$ cat config.mk
export PLATFORM = sky130hd
export DESIGN_NAME = cbus_arbiter
export DESIGN_NICKNAME = d
export VERILOG_FILES = /design/src/rtl/cbus_arbiter_pkg.sv /design/src/rtl/cbus_arbiter.sv
export SDC_FILE = /design/constraint.sdc
export NUM_CORES = 1
export LEC_CHECK = 0
export ABC_AREA = 1
export ABC_CLOCK_PERIOD_IN_PS = 5200
export BUFFER_PORTS_ARGS = -buffer_cell sky130_fd_sc_hd__clkbuf_2
export CAP_MARGIN = 15
export CORE_AREA = 2 2 201 203
export CTS_BUF_LIST = sky130_fd_sc_hd__clkbuf_8
export DETAILED_ROUTE_END_ITERATION = 16
export DIE_AREA = 0 0 203 205
export GPL_ROUTABILITY_DRIVEN = 0
export PLACE_DENSITY_LB_ADDON = 0.3
export SLEW_MARGIN = 20
export SYNTH_ARGS = -nofsm -noshare
export SYNTH_HDL_FRONTEND = slang
export SYNTH_SLANG_ARGS = --single-unit
$ cat constraint.sdc
create_clock -name clk -period 5.2 [get_ports clk]
set_input_delay 0 -clock clk [delete_from_list [all_inputs] [get_ports clk]]
set_output_delay 0 -clock clk [all_outputs]
set_load 0.1 [all_outputs]
$ cat src/rtl/cbus_arbiter_pkg.sv
// Shared types for the core memory-bus arbiter: access sizes, arbiter states
// and the latched downstream request bundle.
package cbus_arbiter_pkg;

    localparam int CBUS_ADDR_W = 64;
    localparam int CBUS_DATA_W = 64;
    localparam int CBUS_STRB_W = CBUS_DATA_W / 8;

    typedef enum logic [2:0] {
        MSIZE1 = 3'd0,
        MSIZE2 = 3'd1,
        MSIZE4 = 3'd2,
        MSIZE8 = 3'd3
    } msize_t;

    typedef enum logic [1:0] {
        IDLE   = 2'd0,
        BUSY_I = 2'd1,
        BUSY_D = 2'd2
    } arb_state_t;

    typedef struct packed {
        logic                   valid;
        logic                   write;
        logic [CBUS_ADDR_W-1:0] addr;
        msize_t                 size;
        logic [CBUS_STRB_W-1:0] strobe;
        logic [CBUS_DATA_W-1:0] wdata;
    } cbus_req_t;

    // Instructions are 32 bits; address bit 2 picks the half of the 64-bit beat.
    function automatic logic [31:0] fetch_word(input logic [CBUS_DATA_W-1:0] beat,
                                               input logic                   hi);
        return hi ? beat[63:32] : beat[31:0];
    endfunction

endpackage

$ cat src/rtl/cbus_arbiter.sv
// Shares the single cbus between instruction fetch and the data memory stage:
// one request latched at a time, round-robin on ties, response routed to the owner.
module cbus_arbiter
    import cbus_arbiter_pkg::*;
#(
    parameter int ADDR_W = 64,
    parameter int DATA_W = 64
) (
    input  logic                clk,
    input  logic                reset,

    input  logic                ireq_valid,
    input  logic [ADDR_W-1:0]   ireq_addr,
    output logic                i_data_ok,
    output logic [31:0]         i_data,

    input  logic                dreq_valid,
    input  logic                dreq_write,
    input  logic [ADDR_W-1:0]   dreq_addr,
    input  logic [2:0]          dreq_size,
    input  logic [DATA_W/8-1:0] dreq_strobe,
    input  logic [DATA_W-1:0]   dreq_wdata,
    output logic                d_data_ok,
    output logic [DATA_W-1:0]   d_data,

    output logic                oreq_valid,
    output logic                oreq_write,
    output logic [ADDR_W-1:0]   oreq_addr,
    output logic [2:0]          oreq_size,
    output logic [DATA_W/8-1:0] oreq_strobe,
    output logic [DATA_W-1:0]   oreq_wdata,
    input  logic                oresp_ok,
    input  logic [DATA_W-1:0]   oresp_data
);

    arb_state_t             state_q, state_d;
    cbus_req_t              req_q, req_d;
    logic                   last_d_q, last_d_d;
    logic                   grant_i, grant_d;
    logic [CBUS_DATA_W-1:0] beat;

    // last_d_q remembers who won the previous access; on a tie the other side wins.
    assign grant_d = dreq_valid & (~ireq_valid | ~last_d_q);
    assign grant_i = ireq_valid & (~dreq_valid |  last_d_q);

    always_comb begin
        state_d  = state_q;
        req_d    = req_q;
        last_d_d = last_d_q;
        unique case (state_q)
            IDLE: begin
                if (grant_d) begin
                    req_d.valid  = 1'b1;
                    req_d.write  = dreq_write;
                    req_d.addr   = CBUS_ADDR_W'(dreq_addr);
                    req_d.size   = msize_t'(dreq_size);
                    req_d.strobe = CBUS_STRB_W'(dreq_strobe);
                    req_d.wdata  = CBUS_DATA_W'(dreq_wdata);
                    state_d      = BUSY_D;
                    last_d_d     = 1'b1;
                end else if (grant_i) begin
                    req_d.valid  = 1'b1;
                    req_d.write  = 1'b0;
                    req_d.addr   = CBUS_ADDR_W'(ireq_addr);
                    req_d.size   = MSIZE4;
                    req_d.strobe = '0;
                    req_d.wdata  = '0;
                    state_d      = BUSY_I;
                    last_d_d     = 1'b0;
                end
            end
            BUSY_I, BUSY_D: begin
                // Completion always finishes downstream, even if the owner flushed.
                if (oresp_ok) begin
                    req_d.valid = 1'b0;
                    state_d     = IDLE;
                end
            end
            default: begin
                req_d.valid = 1'b0;
                state_d     = IDLE;
            end
        endcase
    end

    always_ff @(posedge clk or posedge reset) begin
        if (reset) begin
            state_q  <= IDLE;
            req_q    <= '0;
            last_d_q <= 1'b0;
        end else begin
            state_q  <= state_d;
            req_q    <= req_d;
            last_d_q <= last_d_d;
        end
    end

    assign beat = CBUS_DATA_W'(oresp_data);

    assign i_data_ok = ~ireq_valid | ((state_q == BUSY_I) & oresp_ok);
    assign d_data_ok = ~dreq_valid | ((state_q == BUSY_D) & oresp_ok);
    assign i_data    = fetch_word(beat, req_q.addr[2]);
    assign d_data    = oresp_data;

    assign oreq_valid  = req_q.valid;
    assign oreq_write  = req_q.write;
    assign oreq_addr   = req_q.addr[ADDR_W-1:0];
    assign oreq_size   = req_q.size;
    assign oreq_strobe = req_q.strobe[DATA_W/8-1:0];
    assign oreq_wdata  = req_q.wdata[DATA_W-1:0];

endmodule
==> metrics, run 1 <==
initial core utilization 18.5%; WL per Instance 15.0 µm; Seq/Total Area, Yosys 49.4%; fmax 380 MHz; clk_skew 8.05 ps; vias in the first global route 8361; post-CTS sizing 0; Layout area overhead 69.1%; final-report setup violation count 0; Crit path top cell by count nand2_1; IO Port Bufs 511; Syn. warnings 0; Synth Instances 941; Overall Global Routing Usage 15.0%; post-synth cell types 16; Hold Fails Final Rpt 0; initial DRC count 323; Crit. End Element flip-flop; initial antenna violation count 10; slew margin rel. 37.9%; MaxCap Viol Count 0; First-pass DRT Iterations 6; first-pass GRT wire length 47700 µm; status finished, final reports clean; Clock Path Buffers 2; layout cells sized above 1 37.2%; crit-path leading delay family buffers and inverters; CP peak stage delay 620 ps; final instance area 12300 µm²; critical path start-end classification flip-flop to flip-flop; crit path cell chain nand2_2 -> buf_4 -> nand4_1 -> dlygate4sd3_1 -> nand2_1 -> nand2_1 -> nand2_1 -> dlygate4sd3_1; RSZ-0062 raised after global routing false; Worst-path clk slew 90 ps; io pins 512; final worst path period share 50.6%; CP Data Arrival Time 3030 ps; flops & latches, synth 144; post-route ant nets 0; final net count 1847; Crit path required time 5600 ps; Mapped Avg Cell Area 7.75 µm²; row cnt 73; H-tree levels 4; Worst Hold Class input pin to async pin; die area 41600 µm²; Critical Path Source last_d_q; WL final 31800 µm; FF-to-FF Start last_d_q; Slowest-stage cell, CP dlygate4sd3_1; DRC errors left 0; largest net degree at the start of global routing 84; syn_nets 1217; Slew Limit Fails 0; Final HPWL DP 23500 µm; Area after DPL 9810 µm²; Final min period 2630 ps; clk_lat worst skew 460 ps; TNS Setup 0 ps; worst slew pin tran 931 ps; CTS tree built; CP Launch Type flip-flop; CTS Buf Count 17; CP Max Fanout 67; vias 8401; Netlist Area Pre-Place 7300 µm²; WP buf/inv 3; CTS root buffer clkbuf_8; Die H 205 µm; die width 203 µm; Remaining Overflow, GRT 0; vias per cell 3.97; clock sinks 144; Core Area 39400 µm²
## cells by family (layout without fill, tap and decap cells)
group	after synthesis	in the layout	synth area share [%]
simple gates	633	633	33.9
mux	32	32	4.94
compound gates	1	1	0.0685
other cells	0	8	0
fa+ha+maj	3	3	0.515
buf+inv	128	770	11.2
flops	144	144	49.4
## layout by cell type (no fill, tap or decap), types with 7 or more instances in the layout
cell	Yosys	layout
clkbuf_8	0	19
nand2_1	562	561
dlygate4sd3_1	0	210
nand3_1	65	65
diode_2	0	8
dfrtp_1	144	144
mux2_2	32	32
inv_1	6	7
buf_4	77	9
clkbuf_2	0	511
## sequential cells by signal (all words and copies together) (netlist names)
name / count
last_d_q: 1
oreq_addr: 64
oreq_size: 3
oreq_strobe: 8
oreq_valid: 1
oreq_wdata: 64
oreq_write: 1
state_q: 2
## path summary, 6_finish.rpt
kind | end | slack (ps) | depth (start not counted)
min in group clk | oreq_wdata[14] | 280 | 4
worst min register to register | oreq_wdata[44] | 470 | 2
max in group asynchronous | oreq_addr[1] | 3940 | 4
worst max register to register | state_q[1] | 2570 | 8
worst min-delay path | oreq_wdata[37] | 80 | 3
worst max-delay path | state_q[1] | 2570 | 8
## worst reg2reg max path: stages, from the launching register on
cell,delay [ps]
dfrtp_1,390
nand2_2,80
buf_4,560
nand4_1,160
dlygate4sd3_1,620
nand2_1,110
nand2_1,60
nand2_1,50
dlygate4sd3_1,530
## cell usage after synthesis, drive strengths merged
master / number / share of area [%]
a21oi: 1 / 0.069
buf: 109 / 10
clkbuf: 10 / 0.51
dfrtp: 144 / 49
ha: 3 / 0.51
inv: 9 / 0.46
mux2: 32 / 4.9
nand2: 564 / 29
nand3: 66 / 4.6
nand4: 2 / 0.17
nor2: 1 / 0.051
## routing by layer
layer / global-route usage, % / up-vias / routed length, µm
met4: 8.06 / 0 / 1300
met3: 3.44 / 59 / 1720
met5: 0 / - / 0
met1: 16.5 / 3882 / 12200
li1: - / 4104 / -
met2: 27.0 / 356 / 16700
## through the flow
| step | util (%) | std cells | setup WS (ps) | hold slack, ps |
|---|---|---|---|---|
| floorplan | - | 941 | 1330 | 117 |
| finish | 31.3 | 2116 | 2570 | 82.9 |
| detailed placement | 24.9 | 1867 | 2580 | 11.5 |
| global placement | 24.9 | 1867 | 2640 | 8.58 |
| global route | 31.3 | 2116 | 2330 | 62.6 |
| CTS | 31.3 | 2108 | 2560 | 20.6 |
## what timing repair did
item | CTS | global route
buffers inserted | 0 | 0
hold buffers | 210 | 0
endpoints found under the hold margin | 178 | 0
setup endpoints to repair | 0 | 0
## area by class of cell
class                      instances  area, µm²
clock inverter                    12        143
fill                            4225      27000
inverter                           9       38.8
clock buffer                      19        262
timing repair buffer             730       4730
sequential                       144       3600
tap                              525        657
multi-input combinational        669       2880
antenna                            8       20.0
Power of run 1 is not shown: default switching activity piles up to over one toggle a cycle in this logic, so the estimate is an artifact.
==> inputs of run 2 (changes only) <==
- ABC_AREA: 1 -> 0
- ABC_CLOCK_PERIOD_IN_PS: 5200 -> 2250
- clock period: 5.2 -> 2.25 ns (I/O delays scaled with it)
==> metrics, run 2 <==
status finished, final reports clean; EDFF count, synth 0 (unchanged); IO Port Bufs 511 (unchanged); First-pass DRT Iterations 5 (-1); Core Area 39400 µm² (unchanged); Mapped Avg Cell Area 10.3 µm² (+33%); Worst-path clk slew 90 ps (about the same); crit path cell chain buf_4 -> mux2_2 -> clkbuf_2; vias per cell 4.06 (+2.3%); Hold Fails Final Rpt 0 (unchanged); crit-path leading delay family buffers and inverters; clock sinks 144 (unchanged); vias 7440 (-11%); WL per Instance 17.0 µm (+13%); critical path start-end classification flip-flop to primary output; slew margin rel. 49.5% (+12 points); Commonest cells post-synth dfrtp_1, a21oi_1, a22o_1; clk_lat worst skew 470 ps (about the same); die width 203 µm (unchanged); Layout area overhead 78.7%; Netlist Area Pre-Place 6720 µm² (-7.9%); CP peak stage delay 530 ps (-90 ps); CTS Buf Count 17 (unchanged); die area 41600 µm² (unchanged); Slowest-stage cell, CP dfrtp_2; row cnt 73 (unchanged); H-tree levels 4 (unchanged); Worst Hold Class input pin to flip-flop; initial DRC count 432 (+34%); Synth area leaders dfrtp_1, a22o_1, a21oi_1; post-synth cell types 22 (+6); fmax 496 MHz; WL final 31100 µm (-2.3%); RSZ-0062 raised after global routing false; Yosys top cell area share 53.6% (+4.2 points); CP Data Arrival Time 2020 ps (-1010 ps); Area after DPL 9510 µm² (-3.0%); CP Max Fanout 12 (-82%); highest routed layer met4; Util after Layout 30.5% (-0.84 points); Overall Global Routing Usage 14.4% (-0.65 points); CTS tree built; worst slew pin tran 756 ps (-175 ps); largest net degree at the start of global routing 66 (-21%); final instance area 12000 µm² (-2.7%); Slew Limit Fails 0 (unchanged); io pins 512 (unchanged); Syn. warnings 0 (unchanged); commonest non-fill, non-tap cell in the layout clkbuf_2; most frequent cells in the layout clkbuf_2, dlygate4sd3_1, dfrtp_1; Yosys top cell by area dfrtp_1; Die H 205 µm (unchanged); initial core utilization 17.1% (-1.5 points); initial antenna violation count 3 (-7); DRT met1 WL 12600 µm (+3.9%); Crit. End Element primary output; TNS Setup 0 ps (unchanged); post-CTS setup buffers 0 (unchanged); CP Launch Type flip-flop; Layout fillers 4059 (-3.9%); final worst path period share 89.6%; FFs w/ async S/R, synth 100% (unchanged); first-pass GRT wire length 44900 µm (-5.9%); Seq/Total Area, Yosys 53.6% (+4.2 points); MaxCap Viol Count 0 (unchanged); final-report setup violation count 0 (unchanged); Final HPWL DP 22500 µm (-4.4%); top-count cell post-synth dfrtp_1; clk_skew 14.1 ps (+6.03 ps); layout cells sized above 1 45.8% (+8.6 points); met3 WL 2180 µm (+27%); met2 wire length 15500 µm (-7.1%); flops & latches, synth 144 (unchanged); Remaining Overflow, GRT 0 (unchanged); post-route ant nets 0 (unchanged); Final min period 2020 ps; Synth Instances 650 (-31%); final net count 1564 (-15%); CTS root buffer clkbuf_8; syn_nets 926 (-24%); Crit path required time 2250 ps (-3350 ps); Clock Path Buffers 2 (unchanged); DRC errors left 0 (unchanged); Post-synth top flop dfrtp_1; WP buf/inv 2 (-1); vias in the first global route 7534 (-9.9%)
## run 2: cell types whose count changed after synthesis, moves of 65 or more
cell and delta:
a21oi_1 +128, a22o_1 +76, nand2_1 -491, nand3_1 -65
nor2_1 +65
## run 2: worst register-to-register path: cells and delay by family (launching register included)
| kind | cells | cell delay [ps] |
|---|---|---|
| AO/OA/AOI/OAI | 2 | 560 |
| buffers and inverters | 2 | 440 |
| flip-flops | 1 | 410 |
| adder cells (fa/ha/maj) | 1 | 350 |
## run 2: metrics by stage
stage	hold slack (ps)	cells	setup WS (ps)
floorplan	126	650	278
global placement	167	1587	490
detailed placement	181	1587	405
CTS	8.99	1825	13.0
global route	73.1	1828	131
finish	74.6	1831	234
## run 2: final cells by class
type	count	area (µm²)	area share, %
well taps	525	657	5.47
diodes	6	15.0	0.125
clock buffers	18	248	2.06
flip-flops and latches	144	3600	30.0
clock inverters	13	159	1.32
repair buffers	733	4970	41.4
multi-input cells	388	2330	19.4
inverters	4	18.8	0.156
## run 2: what timing repair did
action / 4_1_cts / 5_1_grt
gates resized for setup: 0 / 1
setup endpoints to repair: 0 / 14
endpoints found under the hold margin: 168 / 0
hold buffers: 207 / 0
## run 2: metal layers
layer,global-route usage (%),vias to the layer above
li1,-,3465
met2,24.8,363
met1,16.4,3576
met5,0,-
met4,6.41,0
met3,4.36,36
## run 2: kinds of logic (layout without fill, tap and decap cells)
logic type,Yosys count,in the layout,share of synthesized area (%)
adder cells (fa/ha/maj),3,3,0.559
buffers and inverters,118,768,11.9
multiplexers,32,32,5.36
flip-flops,144,144,53.6
AO/OA/AOI/OAI,213,213,20.6
AND/OR/NAND/NOR,140,140,7.97
other,0,6,0
## run 2: path summary, 6_finish.rpt
check | startpoint | to | slack [ps] | cells past startpoint
worst max-delay path | oreq_addr[2] | i_data[22] | 230 | 3
worst min-delay path | ireq_valid | state_q[1] | 70 | 4
worst max register to register | state_q[0] | oreq_wdata[29] | 390 | 5
worst min register to register | oreq_size[1] | oreq_size[1] | 510 | 1
max in group asynchronous | reset | oreq_addr[19] | 1350 | 4
min in group asynchronous | reset | oreq_addr[53] | 200 | 3
Power of run 2 is left out for the same reason.
==> inputs of run 3 (changes only) <==
- ABC_CLOCK_PERIOD_IN_PS: 2250 -> 2300
- CORE_AREA: 2 2 201 203 -> 2 2 197 199
- DIE_AREA: 0 0 203 205 -> 0 0 199 201
- clock period: 2.25 -> 2.3 ns (I/O delays scaled with it)
==> metrics, run 3 (synthesized netlist as in run 2, its figures left out) <==
Layout area overhead 77.6%; MaxCap Viol Count 0 (unchanged); slew margin rel. 59.1% (+9.6 points); WL per Instance 17.4 µm (+2.7%); status finished, final reports clean; clock sinks 144 (unchanged); first-pass GRT wire length 46000 µm (+2.5%); Remaining Overflow, GRT 0 (unchanged); DRC errors left 0 (unchanged); WL final 31800 µm (+2.2%); Worst-path clk slew 100 ps (about the same); Layout fillers 3977 (-2.0%); clk_skew 10.6 ps (-3.44 ps); Die H 201 µm (-2.0%); fmax 471 MHz; layout cells sized above 1 45.8% (about the same); final worst path period share 92.3%; Final min period 2120 ps; most frequent cells in the layout clkbuf_2, dlygate4sd3_1, dfrtp_1; CTS tree built; Final HPWL DP 23100 µm (+2.9%); Core Area 38100 µm² (-3.2%); CP Data Arrival Time 2490 ps (+470 ps); Sequential cell area 3600 µm² (about the same); critical path start-end classification flip-flop to flip-flop; final instance area 11900 µm² (-0.62%); Hold Fails Final Rpt 0 (unchanged); post-route ant nets 0 (unchanged); row cnt 72 (-1.4%); Overall Global Routing Usage 15.5% (+1.1 points); clk_lat worst skew 470 ps (about the same); Area after DPL 9440 µm² (-0.78%); Crit path required time 2670 ps (+420 ps); final net count 1562 (-0.13%); H-tree levels 4 (unchanged); Slew Limit Fails 0 (unchanged); initial antenna violation count 4 (+1); CP Max Fanout 65 (+53); initial core utilization 17.6% (+0.56 points); RSZ-0062 raised after global routing false; TNS Setup 0 ps (unchanged); final-report setup violation count 0 (unchanged); Clock Path Buffers 2 (unchanged); CP Launch Type flip-flop; vias in the first global route 7642 (+1.4%); worst slew pin tran 616 ps (-139 ps); io pins 512 (unchanged); largest net degree at the start of global routing 76 (+15%); die width 199 µm (-2.0%); vias 7453 (+0.17%); CTS root buffer clkbuf_8; vias per cell 4.09 (+0.67%); First-pass DRT Iterations 4 (-1); Crit. End Element flip-flop; IO Port Bufs 511 (unchanged); Multi-input gate area 2340 µm² (+0.38%); CTS Buf Count 17 (unchanged); die area 40000 µm² (-3.9%); initial DRC count 283 (-34%); Worst Hold Class input pin to flip-flop; commonest non-fill, non-tap cell in the layout clkbuf_2
==> run 3: area by class of cell <==
class	count	area share, %
diodes	5	0.105
inverters	4	0.157
flip-flops and latches	144	30.2
clock buffers	19	2.19
repair buffers	731	41.0
clock inverters	13	1.26
multi-input cells	388	19.6
well taps	518	5.43
==> run 3: critical path, stage by stage (launching register included) <==
cell,delay [ps]
dfrtp_1,420
inv_1,110
ha_2,300
o21ai_4,110
buf_12,210
a21oi_1,180
a21oi_1,90
dlygate4sd3_1,560
==> run 3: worst paths after layout <==
path	start	endpoint	slack [ps]	cells after the start
setup / recovery	state_q[0]	oreq_addr[35]	180	7
hold / removal	dreq_valid	oreq_valid	70	4
setup reg to reg	state_q[0]	oreq_addr[35]	180	7
hold reg to reg	oreq_wdata[31]	oreq_wdata[31]	510	1
max in group asynchronous	reset	oreq_addr[5]	1370	4
min in group asynchronous	reset	oreq_wdata[45]	130	3
==> run 3: routing by layer <==
metal	global-route usage [%]	part of all wire (%)	vias up	wire [µm]
li1	-	-	3464	-
met5	0	0	-	0
met1	17.9	40	3566	12800
met4	4.69	1.5	0	467
met2	27.6	51	385	16200
met3	4.18	7.2	38	2300
==> run 3: through the flow <==
stage               worst slack (ps)  instances  utilization, %  hold WS, ps
floorplan                        328        650               -          126
global placement                 595       1579            24.8         78.9
detailed placement               499       1579            24.8         96.4
CTS                             25.6       1817            31.3         4.47
global route                    61.6       1821            31.3         47.0
finish                           177       1822            31.3         70.8
==> run 3: what timing repair did <==
| item | in CTS | in global routing |
|---|---|---|
| endpoints found under the hold margin | 187 | 0 |
| setup endpoints to repair | 0 | 26 |
| hold buffers | 206 | 0 |
| setup buffers | 0 | 0 |
| resized for setup | 0 | 2 |
Power of run 3 is left out for the same reason.
